### config.mk
export PLATFORM = sky130hd
export DESIGN_NAME = id_ex_stage
export DESIGN_NICKNAME = d
export VERILOG_FILES = /design/src/rtl/rv_pkg.sv /design/src/rtl/id_ex_stage_alu_decoder.sv /design/src/rtl/id_ex_stage.sv
export SDC_FILE = /design/constraint.sdc
export NUM_CORES = 1
export LEC_CHECK = 0
export CORE_AREA = 2 2 147 149
export DETAILED_ROUTE_END_ITERATION = 16
export DIE_AREA = 0 0 149 151
export GPL_TIMING_DRIVEN = 0
export HOLD_SLACK_MARGIN = 0.1
export PLACE_DENSITY = 0.81
export REMOVE_ABC_BUFFERS = 1
export SKIP_CTS_REPAIR_TIMING = 1
export SLEW_MARGIN = 30
export SYNTH_ARGS = -nofsm -noshare
export SYNTH_HDL_FRONTEND = slang
export SYNTH_SLANG_ARGS = --single-unit
export TNS_END_PERCENT = 5
### constraint.sdc
create_clock -name clk -period 6.54 [get_ports clk]
set_input_delay 0.654 -clock clk [delete_from_list [all_inputs] [get_ports clk]]
set_output_delay 0.654 -clock clk [all_outputs]
set_load 0.005 [all_outputs]
### src/rtl/rv_pkg.sv
// Shared RV32I definitions: ALU control codes, opcodes and operand selects.
package rv_pkg;

    typedef logic [4:0] alu_op_t;

    localparam alu_op_t ALU_ADD  = 5'd0;
    localparam alu_op_t ALU_SUB  = 5'd1;
    localparam alu_op_t ALU_SLL  = 5'd2;
    localparam alu_op_t ALU_SLT  = 5'd3;
    localparam alu_op_t ALU_SLTU = 5'd4;
    localparam alu_op_t ALU_XOR  = 5'd5;
    localparam alu_op_t ALU_SRL  = 5'd6;
    localparam alu_op_t ALU_SRA  = 5'd7;
    localparam alu_op_t ALU_OR   = 5'd8;
    localparam alu_op_t ALU_AND  = 5'd9;
    localparam alu_op_t ALU_BEQ  = 5'd10;
    localparam alu_op_t ALU_BNE  = 5'd11;
    localparam alu_op_t ALU_BLT  = 5'd12;
    localparam alu_op_t ALU_BGE  = 5'd13;
    localparam alu_op_t ALU_BLTU = 5'd14;
    localparam alu_op_t ALU_BGEU = 5'd15;
    localparam alu_op_t ALU_PASS = 5'd16;

    localparam logic [6:0] OP_RTYPE  = 7'b0110011;
    localparam logic [6:0] OP_IMM    = 7'b0010011;
    localparam logic [6:0] OP_LOAD   = 7'b0000011;
    localparam logic [6:0] OP_STORE  = 7'b0100011;
    localparam logic [6:0] OP_BRANCH = 7'b1100011;
    localparam logic [6:0] OP_LUI    = 7'b0110111;
    localparam logic [6:0] OP_AUIPC  = 7'b0010111;
    localparam logic [6:0] OP_JAL    = 7'b1101111;
    localparam logic [6:0] OP_JALR   = 7'b1100111;

    typedef enum logic {
        RS1 = 1'b0,
        PC  = 1'b1
    } in1_sel_t;

    typedef enum logic [1:0] {
        RS2  = 2'd0,
        IMM  = 2'd1,
        FOUR = 2'd2,
        ZERO = 2'd3
    } in2_sel_t;

    // Arithmetic/logic mapping shared by R-type and I-ALU; sub_ok selects
    // whether funct7 bit 5 turns funct3 0 into SUB (R-type only).
    function automatic alu_op_t arith_op(input logic [2:0] funct3,
                                         input logic       funct7_b5,
                                         input logic       sub_ok);
        alu_op_t op;
        case (funct3)
            3'd0:    op = (sub_ok && funct7_b5) ? ALU_SUB : ALU_ADD;
            3'd1:    op = ALU_SLL;
            3'd2:    op = ALU_SLT;
            3'd3:    op = ALU_SLTU;
            3'd4:    op = ALU_XOR;
            3'd5:    op = funct7_b5 ? ALU_SRA : ALU_SRL;
            3'd6:    op = ALU_OR;
            default: op = ALU_AND;
        endcase
        return op;
    endfunction

endpackage

### src/rtl/id_ex_stage_alu_decoder.sv
// Combinational opcode/funct decode into ALU code and operand selects.
module alu_decoder
    import rv_pkg::*;
(
    input  logic [6:0] opcode,
    input  logic [2:0] funct3,
    input  logic       funct7_b5,
    output alu_op_t    alu_op,
    output in1_sel_t   in1_sel,
    output in2_sel_t   in2_sel,
    output logic       is_branch,
    output logic       illegal
);

    // Decode table; anything unrecognised becomes an illegal PASS of zero.
    always_comb begin
        alu_op    = ALU_PASS;
        in1_sel   = RS1;
        in2_sel   = ZERO;
        is_branch = 1'b0;
        illegal   = 1'b0;
        case (opcode)
            OP_RTYPE: begin
                alu_op  = arith_op(funct3, funct7_b5, 1'b1);
                in2_sel = RS2;
            end
            OP_IMM: begin
                alu_op  = arith_op(funct3, funct7_b5, 1'b0);
                in2_sel = IMM;
            end
            OP_LOAD, OP_STORE: begin
                alu_op  = ALU_ADD;
                in2_sel = IMM;
            end
            OP_BRANCH: begin
                is_branch = 1'b1;
                in2_sel   = RS2;
                case (funct3)
                    3'd0:    alu_op = ALU_BEQ;
                    3'd1:    alu_op = ALU_BNE;
                    3'd4:    alu_op = ALU_BLT;
                    3'd5:    alu_op = ALU_BGE;
                    3'd6:    alu_op = ALU_BLTU;
                    3'd7:    alu_op = ALU_BGEU;
                    default: begin
                        alu_op  = ALU_PASS;
                        illegal = 1'b1;
                    end
                endcase
            end
            OP_LUI: begin
                alu_op  = ALU_PASS;
                in2_sel = IMM;
            end
            OP_AUIPC: begin
                alu_op  = ALU_ADD;
                in1_sel = PC;
                in2_sel = IMM;
            end
            OP_JAL, OP_JALR: begin
                // ALU produces the link address pc + 4
                alu_op  = ALU_ADD;
                in1_sel = PC;
                in2_sel = FOUR;
            end
            default: begin
                alu_op  = ALU_PASS;
                in2_sel = ZERO;
                illegal = 1'b1;
            end
        endcase
    end

endmodule

### src/rtl/id_ex_stage.sv
// ID/EX pipeline register with ALU decode and MEM/WB operand forwarding.
module id_ex_stage
    import rv_pkg::*;
(
    input  logic        clk,
    input  logic        rst_n,
    input  logic        stall,
    input  logic        flush,
    input  logic        id_valid,
    input  logic        id_reg_write,
    input  logic [31:0] id_pc,
    input  logic [31:0] id_rs1_data,
    input  logic [31:0] id_rs2_data,
    input  logic [31:0] id_imm,
    input  logic [4:0]  id_rs1_addr,
    input  logic [4:0]  id_rs2_addr,
    input  logic [4:0]  id_rd_addr,
    input  logic [6:0]  id_opcode,
    input  logic [2:0]  id_funct3,
    input  logic        id_funct7_b5,
    input  logic        mem_fwd_en,
    input  logic        wb_fwd_en,
    input  logic [4:0]  mem_rd_addr,
    input  logic [4:0]  wb_rd_addr,
    input  logic [31:0] mem_fwd_data,
    input  logic [31:0] wb_fwd_data,
    output logic        id_ready,
    output logic        ex_valid,
    output logic        ex_reg_write,
    output logic        ex_is_branch,
    output logic        ex_illegal,
    output logic [31:0] ex_pc,
    output logic [4:0]  ex_rd_addr,
    output logic [31:0] alu_in1,
    output logic [31:0] alu_in2,
    output logic [4:0]  alu_ctrl,
    output logic [31:0] ex_store_data
);

    alu_op_t     dec_alu_op;
    in1_sel_t    dec_in1_sel;
    in2_sel_t    dec_in2_sel;
    logic        dec_is_branch;
    logic        dec_illegal;

    logic        valid_reg;
    logic        reg_write_reg;
    logic        is_branch_reg;
    logic        illegal_reg;
    logic [31:0] pc_reg;
    logic [31:0] imm_reg;
    logic [31:0] rs1_data_reg;
    logic [31:0] rs2_data_reg;
    logic [4:0]  rs1_addr_reg;
    logic [4:0]  rs2_addr_reg;
    logic [4:0]  rd_addr_reg;
    alu_op_t     alu_op_reg;
    in1_sel_t    in1_sel_reg;
    in2_sel_t    in2_sel_reg;

    logic [31:0] rs1_fwd;
    logic [31:0] rs2_fwd;
    logic        capture_live;

    alu_decoder u_dec (
        .opcode    (id_opcode),
        .funct3    (id_funct3),
        .funct7_b5 (id_funct7_b5),
        .alu_op    (dec_alu_op),
        .in1_sel   (dec_in1_sel),
        .in2_sel   (dec_in2_sel),
        .is_branch (dec_is_branch),
        .illegal   (dec_illegal)
    );

    // MEM beats WB; x0 is never forwarded.
    function automatic logic [31:0] fwd_sel(input logic [4:0]  rs,
                                            input logic [31:0] reg_data,
                                            input logic        m_en,
                                            input logic [4:0]  m_rd,
                                            input logic [31:0] m_data,
                                            input logic        w_en,
                                            input logic [4:0]  w_rd,
                                            input logic [31:0] w_data);
        logic [31:0] r;
        if (m_en && (m_rd == rs) && (rs != 5'd0))
            r = m_data;
        else if (w_en && (w_rd == rs) && (rs != 5'd0))
            r = w_data;
        else
            r = reg_data;
        return r;
    endfunction

    assign id_ready     = !stall;
    assign capture_live = id_valid && !flush;

    // Operand forwarding and ALU input selection from the registered fields.
    always_comb begin
        rs1_fwd = fwd_sel(rs1_addr_reg, rs1_data_reg, mem_fwd_en, mem_rd_addr,
                          mem_fwd_data, wb_fwd_en, wb_rd_addr, wb_fwd_data);
        rs2_fwd = fwd_sel(rs2_addr_reg, rs2_data_reg, mem_fwd_en, mem_rd_addr,
                          mem_fwd_data, wb_fwd_en, wb_rd_addr, wb_fwd_data);
        alu_in1 = (in1_sel_reg == PC) ? pc_reg : rs1_fwd;
        case (in2_sel_reg)
            RS2:     alu_in2 = rs2_fwd;
            IMM:     alu_in2 = imm_reg;
            FOUR:    alu_in2 = 32'd4;
            default: alu_in2 = 32'd0;
        endcase
    end

    assign ex_valid      = valid_reg;
    assign ex_reg_write  = reg_write_reg;
    assign ex_is_branch  = is_branch_reg;
    assign ex_illegal    = illegal_reg;
    assign ex_pc         = pc_reg;
    assign ex_rd_addr    = rd_addr_reg;
    assign alu_ctrl      = alu_op_reg;
    assign ex_store_data = rs2_fwd;

    // Stage register: flush beats stall; a stall refreshes operand data so a
    // producer retiring from WB during the stall is kept.
    always_ff @(posedge clk or negedge rst_n) begin
        if (!rst_n) begin
            valid_reg     <= 1'b0;
            reg_write_reg <= 1'b0;
            is_branch_reg <= 1'b0;
            illegal_reg   <= 1'b0;
            pc_reg        <= 32'd0;
            imm_reg       <= 32'd0;
            rs1_data_reg  <= 32'd0;
            rs2_data_reg  <= 32'd0;
            rs1_addr_reg  <= 5'd0;
            rs2_addr_reg  <= 5'd0;
            rd_addr_reg   <= 5'd0;
            alu_op_reg    <= ALU_ADD;
            in1_sel_reg   <= RS1;
            in2_sel_reg   <= RS2;
        end else if (stall && !flush) begin
            rs1_data_reg  <= rs1_fwd;
            rs2_data_reg  <= rs2_fwd;
        end else begin
            valid_reg     <= capture_live;
            reg_write_reg <= capture_live && id_reg_write && !dec_is_branch && !dec_illegal;
            is_branch_reg <= capture_live && dec_is_branch;
            illegal_reg   <= capture_live && dec_illegal;
            pc_reg        <= id_pc;
            imm_reg       <= id_imm;
            rs1_data_reg  <= id_rs1_data;
            rs2_data_reg  <= id_rs2_data;
            rs1_addr_reg  <= id_rs1_addr;
            rs2_addr_reg  <= id_rs2_addr;
            rd_addr_reg   <= id_rd_addr;
            alu_op_reg    <= dec_alu_op;
            in1_sel_reg   <= dec_in1_sel;
            in2_sel_reg   <= dec_in2_sel;
        end
    end

endmodule
## Word-level counts from Yosys, hierarchy flattened

Cells that the tools add are included.

| operators by class | value |
|---|---|
| $add $sub $neg | 0 |
| $mul | 0 |
| divide/modulo/power cells | 0 |
| order comparisons | 0 |
| eq/ne operators | 22 |
| shifts and indexed selects | 0 |
| muxes and demuxes | 19 |
| bitwise gates (word level) | 0 |
| reduce and logical (&&, ||, !) cells | 30 |

Operator list:

| kind | number |
|---|---|
| 2-to-1 mux 32 bit | 7 |
| case mux 32 bit (3 select lines) | 1 |
| case mux 5 bit (7 select lines) | 2 |
| case mux 5 bit (6 select lines) | 1 |
| == test 7 x 6 -> 1 bit (second input constant) | 3 |
| == test 7 bit (second input constant) | 3 |
| == test 5 bit | 4 |
| case mux 5 bit (4 select lines) | 1 |
| logical AND 1 bit | 15 |
| == test 7 x 5 -> 1 bit (second input constant) | 2 |
| == test 3 bit (second input constant) | 4 |
| nonzero test 5 bit | 2 |
| OR reduction 5 bit | 2 |
| OR reduction 8 bit | 1 |
| == test 7 x 2 -> 1 bit (second input constant) | 1 |
| == test 3 x 2 -> 1 bit (second input constant) | 2 |
| case mux 2 bit (3 select lines) | 1 |
| OR reduction 6 bit | 1 |
| 2-to-1 mux 1 bit | 5 |
| logical NOT 1 bit | 4 |
| OR reduction 2 bit | 2 |
| == test 3 x 1 -> 1 bit (second input constant) | 1 |
| logical NOT 3 bit | 1 |
| OR reduction 3 bit | 1 |
| 4 further kinds | 4 |

| storage, ports and cells | value |
|---|---|
| flip-flop bits (word level) | 155 |
| bits in latches | 0 |
| RAM bits | 0 |
| memory bits (read-only) | 0 |
| input bits | 236 |
| output and inout bits | 143 |
| word-level logic and storage cells | 85 |
| memories | 0 |

## Longest topological paths before layout

| depth | value |
|---|---|
| depth after elaboration | 6 |
| gate-level depth with buffers | 8 |

## Cells and area by module

A second synthesis with hierarchy kept.

| unflattened totals | value |
|---|---|
| cell total of the unflattened synthesis | 837 |
| area, all modules | 9031.2 µm² |

Modules (own cells, without submodules):

| module | instances | cells each | area each (µm²) | sequential area each (µm²) |
|---|---|---|---|---|
| id_ex_stage | 1 | 787 | 8690.8 | 3878.7 |
| alu_decoder | 1 | 50 | 340.3 | 0.0 |

## Worst setup path after synthesis

OpenSTA, ideal clock, no wires.

| timing | value |
|---|---|
| path type | input-to-output |
| start | input wb_rd_addr[2] |
| end | output alu_in1[0] |
| arrival time | 2.093 ns |
| required time | 5.886 ns |
| setup slack | 3.793 ns |
| stages | 6 |
| path buffers | 1 |
| cell sequence | xnor2_1 -> nand2_1 -> nor4_1 -> clkbuf_1 -> a221oi_1 -> o31ai_1 |

| on the way | value |
|---|---|
| word-level cells in the longest chain between the ends | 6 |

RTL lines:

| item | line | text |
|---|---|---|
| start, declared | id_ex_stage.sv:24 | `input logic [4:0] wb_rd_addr,` |
| == test 5 bit | id_ex_stage.sv:88 | `else if (w_en && (w_rd == rs) && (rs != 5'd0))` |
| logical AND 1 bit (2 in series) | id_ex_stage.sv:88 |  |
| 2-to-1 mux 32 bit | id_ex_stage.sv:88 |  |
| 2-to-1 mux 32 bit | id_ex_stage.sv:86 | `if (m_en && (m_rd == rs) && (rs != 5'd0))` |
| 2-to-1 mux 32 bit | id_ex_stage.sv:104 | `alu_in1 = (in1_sel_reg == PC) ? pc_reg : rs1_fwd;` |
| end, declared | id_ex_stage.sv:34 | `output logic [31:0] alu_in1,` |

No other way between the ends.

## Worst setup path in the final report

| timing | value |
|---|---|
| start | register rs2_addr_reg[3] |
| end | output alu_in2[29] |

| on the way | value |
|---|---|
| word-level cells in the longest chain between the ends | 6 |
| elaborated cells between the ends (all ways) | 10 |
| those cells by class | 2 x eq/ne; 3 x mux; 5 x reduce/logical |

RTL lines:

| item | line | text |
|---|---|---|
| start, declared | id_ex_stage.sv:55 | `logic [4:0] rs2_addr_reg;` |
| start signal, assigned | id_ex_stage.sv:153 | `rs2_addr_reg <= id_rs2_addr;` |
| == test 5 bit | id_ex_stage.sv:88 |  |
| logical AND 1 bit (2 in series) | id_ex_stage.sv:88 |  |
| 2-to-1 mux 32 bit | id_ex_stage.sv:88 |  |
| 2-to-1 mux 32 bit * | id_ex_stage.sv:86 |  |
| case mux 32 bit (3 select lines) * | id_ex_stage.sv:105 | `case (in2_sel_reg)` |
| end, declared | id_ex_stage.sv:35 | `output logic [31:0] alu_in2,` |

Mark *: on every way between the ends. The rest lies on a longest branch, timed or not.

==> metrics.md <==
| Metric | Value |
|---|---|
| Result of the run | complete, no violations |
| Fin. Hold Viols | 0 |
| Dominant synthesized flop cell | dfrtp_1 |
| Number of clock sinks | 155 |
| Total placed instance area | 13470 um^2 |
| Post-detailed-routing wire length | 34.24 mm |
| Buffers plus inverters on the worst setup path | 3 |
| Clock edge transition at the registers on the reported setup and hold paths | 0.07 ns |
| CTS Buf Count | 17 |
| Quantity of I/O buffers inserted on ports | 378 |
| Most frequent cells in the layout | clkdlybuf4s50_1 (376), nand2_1 (312), dfrtp_1 (154) |
| TritonCTS clock tree | built |
| Utilization of the core after routing | 67.65% |
| Slew headroom | 38.67% |
| Synthesis-stage register bit count | 155 |
| Cell at the root of the clock tree | clkbuf_16 |
| Delay of the slowest cell on the worst path | 0.60 ns |
| Top area cells in the synthesized netlist | dfrtp_1 (43%), nand2_1 (13%), a31oi_4 (7.0%), o31ai_1 (5.4%), mux2_2 (4.1%) |
| Worst min-delay path category | primary input to async pin |
| Critical path data arrival time | 3.90 ns |
| IR drop worst, VDD | 0.1652 mV |
| Die boundary height | 151 um |
| Placement Setup Slack | 2.151 ns |
| Slew Limit Fails | 0 |
| DRC violation count after routing | 0 |
| Number of global-route vias before repair | 9348 |
| Vias after detailed routing | 9402 |
| Number of routed nets with antenna violations | 0 |
| Unrepaired setup endpoints after global routing | no |
| Detail Placement HPWL | 25.46 mm |
| First-pass GRT wire length | 52.45 mm |
| Power density over cell area | 205.6 nW/um^2 |
| Cell type with the highest aggregate area in the netlist | dfrtp_1 |
| Largest buffer count on any clock path | 2 |
| Post-synthesis instance total | 1005 |
| Type of origin of the critical path | flip-flop |
| Number of antenna violations at the first check in global routing | 1 |
| Cell leakage power | 5.722 nW |
| Final layout net count | 1593 |
| Pin slew with the least headroom to its limit | 0.9200 ns |
| Pin count of the biggest net entering global routing | 81 |
| Kind of cell adding the most delay to the critical path | simple AND/OR/NAND/NOR gates |
| First-pass DRT Iterations | 5 |
| I/O pins | 379 |
| Highest net fanout along the worst path | 18 |
| Share of synthesized flip-flops with an asynchronous set or reset | 100.0% |
| Upper clock frequency limit | 0.2196 GHz |
| Cell row count | 53 |
| MaxCap Viol Count | 0 |
| Setup slack of the worst register-to-register path | 3.34 ns |
| Die Footprint | 22500 um^2 |
| Number of levels the H-tree was split into | 4 |
| Worst Clk Skew | 0.01334 ns |
| Synth unique cells | 47 |
| Most frequent standard cell in the layout excluding fill and tap cells | clkdlybuf4s50_1 |
| Area added between synthesis and finish | 55.36% |
| Routability congestion estimate from global placement | 0.8417 |
| Synth top area share | 42.78% |
| Die X-Extent | 149 um |
| Total track usage | 30.38% |
| Starting density of the core | 43.55% |
| Proportion of layout cells with a drive suffix above 1 | 12.16% |
| Synthesized area | 9067 um^2 |
| Number of failing setup endpoints in the final timing report | 0 |
| Synthesized area per cell | 9.022 um^2 |
| Drt via density | 5.729 |
| Std-Cell Core Area | 20820 um^2 |
| Routed wire length per instance | 20.86 um |
| Final Critical Period | 4.553 ns |
| Final Cycle Share | 69.62% |
| Worst-case hold slack | 0.1844 ns |
| Setup ws final | 1.987 ns |
| Source-to-sink clock delay at the later pin of the worst-skew pair | 0.42 ns |
| Required time at the worst-slack endpoint | 5.89 ns |
| Crit end category | primary output |
| Yosys Warn Count | 0 |
| Sequential cell area fraction in the yosys report | 42.78% |
| Overflow after GRT | 0 |
| Number of enable-type register cells in the synthesized netlist | 0 |
| Worst-path cell with the longest stage delay | or4_4 |
| Number of filler cells placed in the layout | 1639 |
| Class of the most critical setup path | flip-flop to primary output |
| Critical Path, Cell by Cell | or4_4 > o211ai_4 > buf_16 > or2_4 > buf_12 > a31oi_4 > a22o_1 > clkdlybuf4s50_1 |
| First-iteration detailed-routing DRC count | 603 |
| Final Instance Area | 14090 um^2 |
power breakdown:
part / internal (mW) / switching (mW)
combinational: 0.423 / 0.339
sequential: 1.04 / 0.0494
clock: 0.624 / 0.424
kinds of logic (layout without fill, tap and decap cells):
kind of cell	count (synthesis)	count (layout)	synth area share [%]
AOI/OAI and AO/OA	225	225	23.76
xor gates and xnor gates	20	20	1.932
adders and majority gates	4	4	0.5520
buffers and inverters	89	449	4.498
DFF	155	155	42.78
muxes	33	33	4.098
other	0	1	0
and+or+nand+nor	479	479	22.38
metrics by stage:
stage,TNS (ns),total power [mW],instances
2_1_floorplan,0,1.395,922
3_3_place_gp,-647.50,1.815,1575
3_5_place_dp,0,1.863,1609
4_1_cts,0,2.916,1640
5_1_grt,0,3.023,1641
6_report,0,2.897,1641
layer usage:
metal  wire (um)  global-route usage [%]
met4        1091                   12.10
met3        3162                   7.952
met2       16980                   51.80
met1       13000                   36.78
met5           0                       0
layout make-up:
cell class / count / area, um^2 / area share, %
multi-input combinational: 761 / 4848 / 34.42
timing repair buffer: 412 / 4373 / 31.04
sequential: 155 / 3882 / 27.56
clock buffer: 19 / 452.9 / 3.215
tap: 275 / 344.1 / 2.442
clock inverter: 12 / 161.4 / 1.146
inverter: 6 / 22.52 / 0.1599
antenna: 1 / 2.502 / 0.01776
path summary, 6_finish.rpt:
check / start / end / cells after the start
worst max-delay path: rs2_addr_reg[3] / alu_in2[29] / 8
worst min-delay path: rst_n / rs2_data_reg[22] / 1
worst max register to register: rs2_addr_reg[3] / rs2_data_reg[4] / 7
worst min register to register: ex_rd_addr[2] / ex_rd_addr[2] / 2
max in group asynchronous: rst_n / in1_sel_reg / 2
min in group clk: ex_rd_addr[2] / ex_rd_addr[2] / 2
synth_stat cells (2+ instances only):
cell and instances:
a21boi_0 2, a21oi_1 5, a221oi_1 33, a22o_1 32, a31oi_1 4, a31oi_4 30, a32o_1 2, and2_1 32
buf_12 3, buf_2 11, clkbuf_1 67, dfrtp_1 155, ha_1 4, inv_1 6, mux2_2 33, nand2_1 312
nand2b_1 3, nand3_1 33, nand4_1 2, nor2_1 49, nor2b_1 3, nor3_1 35, o211ai_2 2, o21ai_0 9
o21ai_1 14, o21ai_2 20, o31ai_1 65, or4_1 2, xnor2_1 16, xor2_1 4
Power figures use the tool's default switching activity.
